**config.mk**
```make
export PLATFORM = sky130hd
export DESIGN_NAME = sd_tx_fifo_sc_flat
export DESIGN_NICKNAME = d
export VERILOG_FILES = /design/src/rtl/sd_tx_fifo_sc_if.sv /design/src/rtl/sd_tx_fifo_sc.sv /design/src/flat_wrapper.sv
export SDC_FILE = /design/constraint.sdc
export NUM_CORES = 1
export LEC_CHECK = 0
export ABC_AREA = 1
export CAP_MARGIN = 20
export CORE_MARGIN = 2
export CORE_UTILIZATION = 61
export CTS_CLUSTER_DIAMETER = 80
export DETAILED_ROUTE_END_ITERATION = 8
export PLACE_DENSITY = 0.78
export SLEW_MARGIN = 20
export SYNTH_ARGS = -nofsm -noshare
export SYNTH_HDL_FRONTEND = slang
export SYNTH_SLANG_ARGS = --single-unit
```
**constraint.sdc**
```tcl
create_clock -name clk -period 5.6 [get_ports clk]
set_clock_uncertainty 0.15 [all_clocks]
set_input_delay 1.68 -clock clk [delete_from_list [all_inputs] [get_ports clk]]
set_output_delay 1.68 -clock clk [all_outputs]
set_load 0.01 [all_outputs]
```
**src/rtl/sd_tx_fifo_sc_if.sv**
```systemverilog
// Host-side bus of the SD TX FIFO: write/read handshake, flush, status and error flags.
// The host drives through the master modport and the FIFO sits on the slave modport.
interface sd_tx_fifo_sc_if #(
  parameter int DATA_W = 32,
  parameter int ADR_W  = 4
);
  logic [DATA_W-1:0] d;
  logic [DATA_W-1:0] q;
  logic              wr;
  logic              rd;
  logic              clr;
  logic              err_clr;
  logic              full;
  logic              empty;
  logic              almost_full;
  logic              almost_empty;
  logic [ADR_W:0]    fill_cnt;
  logic [ADR_W:0]    free_cnt;
  logic              ovf;
  logic              udf;

  modport master (
    output d, wr, rd, clr, err_clr,
    input  q, full, empty, almost_full, almost_empty, fill_cnt, free_cnt, ovf, udf
  );

  modport slave (
    input  d, wr, rd, clr, err_clr,
    output q, full, empty, almost_full, almost_empty, fill_cnt, free_cnt, ovf, udf
  );
endinterface

```
**src/rtl/sd_tx_fifo_sc.sv**
```systemverilog
// Single-clock TX FIFO feeding the SD data-line serializer: show-ahead or registered read,
// programmable almost-full/almost-empty thresholds, synchronous flush, sticky ovf/udf flags.
module sd_tx_fifo_sc #(
  parameter int DATA_W    = 32,
  parameter int ADR_W     = 4,
  parameter bit FWFT      = 1'b1,
  parameter int AF_THRESH = 12,
  parameter int AE_THRESH = 2
) (
  input logic                clk,
  input logic                rst_n,
  sd_tx_fifo_sc_if.slave     bus
);

  localparam int             DEPTH   = 2 ** ADR_W;
  localparam logic [ADR_W:0] DEPTH_V = (ADR_W + 1)'(DEPTH);
  localparam logic [ADR_W:0] AF_V    = (ADR_W + 1)'(AF_THRESH);
  localparam logic [ADR_W:0] AE_V    = (ADR_W + 1)'(AE_THRESH);

  logic [DATA_W-1:0] mem [DEPTH];
  logic [ADR_W:0]    wptr;
  logic [ADR_W:0]    rptr;
  logic [ADR_W:0]    fill;
  logic              full_i;
  logic              empty_i;
  logic              wr_acc;
  logic              rd_acc;

  // The extra pointer MSB is the wrap bit that tells full apart from empty.
  assign empty_i = (wptr == rptr);
  assign full_i  = (wptr[ADR_W] != rptr[ADR_W]) &&
                   (wptr[ADR_W-1:0] == rptr[ADR_W-1:0]);
  assign fill    = wptr - rptr;

  assign wr_acc = rst_n & bus.wr & ~full_i  & ~bus.clr;
  assign rd_acc = rst_n & bus.rd & ~empty_i & ~bus.clr;

  assign bus.full         = full_i;
  assign bus.empty        = empty_i;
  assign bus.fill_cnt     = fill;
  assign bus.free_cnt     = DEPTH_V - fill;
  assign bus.almost_full  = (fill >= AF_V);
  assign bus.almost_empty = (fill <= AE_V);

  always_ff @(posedge clk) begin
    if (wr_acc)
      mem[wptr[ADR_W-1:0]] <= bus.d;
  end

  always_ff @(posedge clk) begin
    if (!rst_n || bus.clr) begin
      wptr <= '0;
      rptr <= '0;
    end else begin
      if (wr_acc) wptr <= wptr + 1'b1;
      if (rd_acc) rptr <= rptr + 1'b1;
    end
  end

  // Flush leaves the error flags alone; a coincident err_clr loses to a new error.
  always_ff @(posedge clk) begin
    if (!rst_n) begin
      bus.ovf <= 1'b0;
      bus.udf <= 1'b0;
    end else begin
      bus.ovf <= (bus.wr & full_i  & ~bus.clr) | (bus.ovf & ~bus.err_clr);
      bus.udf <= (bus.rd & empty_i & ~bus.clr) | (bus.udf & ~bus.err_clr);
    end
  end

  generate
    if (FWFT) begin : g_show_ahead
      assign bus.q = mem[rptr[ADR_W-1:0]];
    end else begin : g_registered
      logic [DATA_W-1:0] q_r;

      always_ff @(posedge clk) begin
        if (!rst_n || bus.clr)
          q_r <= '0;
        else if (rd_acc)
          q_r <= mem[rptr[ADR_W-1:0]];
      end

      assign bus.q = q_r;
    end
  endgenerate

endmodule

```
**src/flat_wrapper.sv**
```systemverilog
// flat-port wrapper written by rule: the top's interface ports become plain ports
module sd_tx_fifo_sc_flat 
#(
  parameter int DATA_W    = 32,
  parameter int ADR_W     = 4,
  parameter bit FWFT      = 1'b1,
  parameter int AF_THRESH = 12,
  parameter int AE_THRESH = 2
)
  (clk, rst_n, bus_d, bus_wr, bus_rd, bus_clr, bus_err_clr, bus_q, bus_full, bus_empty, bus_almost_full, bus_almost_empty, bus_fill_cnt, bus_free_cnt, bus_ovf, bus_udf);
  sd_tx_fifo_sc_if #(.DATA_W(DATA_W), .ADR_W(ADR_W)) bus_i ();
  input logic clk;
  input logic rst_n;
  input wire logic [$bits(bus_i.d)-1:0] bus_d;
  input wire logic [$bits(bus_i.wr)-1:0] bus_wr;
  input wire logic [$bits(bus_i.rd)-1:0] bus_rd;
  input wire logic [$bits(bus_i.clr)-1:0] bus_clr;
  input wire logic [$bits(bus_i.err_clr)-1:0] bus_err_clr;
  output wire logic [$bits(bus_i.q)-1:0] bus_q;
  output wire logic [$bits(bus_i.full)-1:0] bus_full;
  output wire logic [$bits(bus_i.empty)-1:0] bus_empty;
  output wire logic [$bits(bus_i.almost_full)-1:0] bus_almost_full;
  output wire logic [$bits(bus_i.almost_empty)-1:0] bus_almost_empty;
  output wire logic [$bits(bus_i.fill_cnt)-1:0] bus_fill_cnt;
  output wire logic [$bits(bus_i.free_cnt)-1:0] bus_free_cnt;
  output wire logic [$bits(bus_i.ovf)-1:0] bus_ovf;
  output wire logic [$bits(bus_i.udf)-1:0] bus_udf;
  assign bus_i.d = bus_d;
  assign bus_i.wr = bus_wr;
  assign bus_i.rd = bus_rd;
  assign bus_i.clr = bus_clr;
  assign bus_i.err_clr = bus_err_clr;
  assign bus_q = bus_i.q;
  assign bus_full = bus_i.full;
  assign bus_empty = bus_i.empty;
  assign bus_almost_full = bus_i.almost_full;
  assign bus_almost_empty = bus_i.almost_empty;
  assign bus_fill_cnt = bus_i.fill_cnt;
  assign bus_free_cnt = bus_i.free_cnt;
  assign bus_ovf = bus_i.ovf;
  assign bus_udf = bus_i.udf;
  sd_tx_fifo_sc #(.DATA_W(DATA_W), .ADR_W(ADR_W), .FWFT(FWFT), .AF_THRESH(AF_THRESH), .AE_THRESH(AE_THRESH)) u_core (.clk(clk), .rst_n(rst_n), .bus(bus_i));
endmodule
```
==> impl_metrics.csv <==
group,metric,value,unit
timing,worst_slack,569.7,ps
run_status,status,"finished clean",
synthesis,synth_fp_nets,2236,
critical_path,r2r-start,"u_core.wptr[0]",
route,dr.pass1.iters,7,
critical_path,critPathKind,"flip-flop to output pin",
final_layout,area_growth,12.38,%
min_path,worstHoldEndpoint,"u_core.bus.udf",
die,chipWidth,197.3,µm
final_layout,nets,2305,
route,wl_per_cell,19.09,µm
clock_tree,path_clk_slew,60,ps
synthesis,ys_ff_latch,528,
critical_path,cp-start-kind,"flip-flop",
route,via_count,15516,
route,via_per_inst,5.614,
synthesis,syn_inst,2186,
timing,setup_violations,0,
timing,slew_headroom,34.56,%
power,cellPowerDensity,305.1,mW/mm²
power,ir_drop,0.2236,mV
synthesis,postSynthAreaPerCell,10.43,µm²
critical_path,r2r_cells,8,
timing,fin_crit_sh,89.83,%
global_routing,grt_antenna_before_repair,1,
clock_tree,cts_resized,0,
synthesis,ys_types,25,
global_routing,grt_pass1_vias,15531,
timing,rsz0062_at_grt,"false",
global_routing,grt_usage,27.57,%
final_layout,nFillCells,2477,
placement,place_ws,1052,ps
timing,tns,0,ps
route,wirelength,52770,µm
synthesis,ys_seq_area_share,68.86,%
critical_path,arrival,3200,ps
timing,min_period,5030,ps
final_layout,antenna_cells,0,
clock_tree,cts_buffers,52,
clock_tree,cts_root_buf,"clkbuf_16",
synthesis,yosys_warnings,0,
synthesis,ys.flop_type,"edfxtp_1",
clock_tree,postCtsSetupBuffers,0,
timing,hold_violations,0,
critical_path,endpoint_kind,"output pin",
die,core_area,0.03670,mm²
clock_tree,clk_latency,580,ps
synthesis,synth_most_common_cell,"nand2_1",
global_routing,grt_overflow,0,
clock_tree,htreeDepth,2,
synthesis,netlist.area_leader.share,67.45,%
timing,fmax,198.8,MHz
synthesis,yosysTopAreaCell,"edfxtp_1",
global_routing,grt_max_degree,156,
synthesis,synth_common_cells,"nand2_1 (848), edfxtp_1 (512), nand3_1 (345)",
placement,numPortBuffers,85,
synthesis,synth_area,0.02279,mm²
final_layout,drive_above_1_share,6.098,%
min_path,worstHoldPathCells,2,
critical_path,critical_path.max_fanout,81,
die,die_area,0.03893,mm²
synthesis,synth-edff-count,512,
placement,place_hpwl,27250,µm
die,initial_core_util,62.11,%
timing,slew_viol_final,0,
route,post-route-drc-count,0,
synthesis,synth.area.top_cells,"edfxtp_1 (67%), nand2_1 (14%), nand3_1 (7.6%)",
route,drtIter0Drc,1901,
critical_path,reg2reg_slack,2470,ps
clock_tree,clock_path_buffers,3,
global_routing,grt_pass1_wl,82040,µm
run,cap_violations,0,
placement,place.gp.congestion,0.7988,
min_path,hold_path_class,"flip-flop to flip-flop",
die,rows,70,
synthesis,synthArstFlopShare,0,%
min_path,min_from,"u_core.bus.udf",
clock_tree,cts.sink_count,528,
die,die_y,197.3,µm
critical_path,cp_data_required_time,3770,ps
timing,tightest_slew,981.7,ps
clock_tree,cts_tree,"built",
critical_path,regToRegEndpoint,"u_core.mem[15][14]",
route,detail-route-antenna-nets,0,
clock_tree,postCtsHoldBufs,0,
die,io_pins,86,
power,p_leak,10.54,nW
==> per-stage QoR <==
step / power (mW) / util [%] / instances / hold WS, ps / instance area [µm²]
after floorplan: 4.467 / - / 2186 / 331.7 / 22790
after global placement: 4.562 / 65.42 / 2669 / 316.5 / 24010
after detailed placement: 4.568 / 65.42 / 2669 / 310.0 / 24010
after CTS: 7.848 / 69.80 / 2764 / 329.2 / 25620
after global routing: 8.013 / 69.80 / 2764 / 362.3 / 25620
final: 7.814 / 69.80 / 2764 / 328.6 / 25620
==> cell families after synthesis <==
family	synth area share, %
AOI/OAI and AO/OA	0.2580
xor gates and xnor gates	0.07687
adders and majority gates	0.6917
buffers and inverters	7.691
DFF	68.86
and+or+nand+nor	22.42
==> power by group <==
part	total (mW)	switching (mW)	internal (mW)
registers	4.34	0.00269	4.34
logic	0.144	0.0929	0.0513
clock network	3.33	1.42	1.91
total	7.81	1.51	6.30
==> critical path, cell delays in order (launching register included) <==
cell	delay, ps
dfxtp_4	480
inv_6	510
buf_4	420
nand2_1	100
nand2_1	90
nand2_1	70
nand3_1	90
nand3_1	140
nand2_1	120
clkdlybuf4s50_1	540
==> flip-flops by register name (all words and copies together) (netlist names), named ones only <==
name	cells
u_core.bus.ovf	1
u_core.bus.udf	1
u_core.mem	512
u_core.rptr	5
u_core.wptr	5
==> cells in the final DEF (no fill, tap or decap), drive strengths merged <==
cell and n:
a21oi 10, buf 40, bufinv 4, clkbuf 66, clkdlybuf4s50 85, clkinv 23, dfxtp 16, edfxtp 512
fa 1, ha 11, inv 293, nand2 853, nand3 345, nand4 4, nor2 14, nor3 16
o21ai 1, xor2 2
==> metal layers <==
metal  global-route usage (%)  share of wire [%]  wire [µm]  up-vias
met5                        0              0.027         14        -
met4                    9.412                2.7       1410        2
met3                    4.968                9.1       4783      131
met2                    46.23                 49      25840      793
met1                    36.68                 39      20720     7315
li1                         -                  -          -     7275
==> final cells by class <==
cell class	count	area, µm²	area share, %
repair buffers	125	1189	4.640
clock buffers	66	1375	5.368
multi-input cells	1257	5428	21.19
flip-flops and latches	528	15710	61.31
clock inverters	29	234.0	0.9134
inverters	291	1100	4.293
well taps	468	585.6	2.286
==> worst max path at each step <==
| stage | to | slack [ps] | cells past startpoint |
|---|---|---|---|
| floorplan | u_core.mem[3][0] | 510 | 6 |
| detailed placement | u_core.mem[15][13] | 1050 | 6 |
| finish | bus_q[15] | 570 | 9 |
| global placement | u_core.mem[15][14] | 1120 | 6 |
| CTS | bus_q[20] | 560 | 9 |
| global route | bus_q[20] | 380 | 9 |
Note: power is estimated with default switching activity, not from simulation.
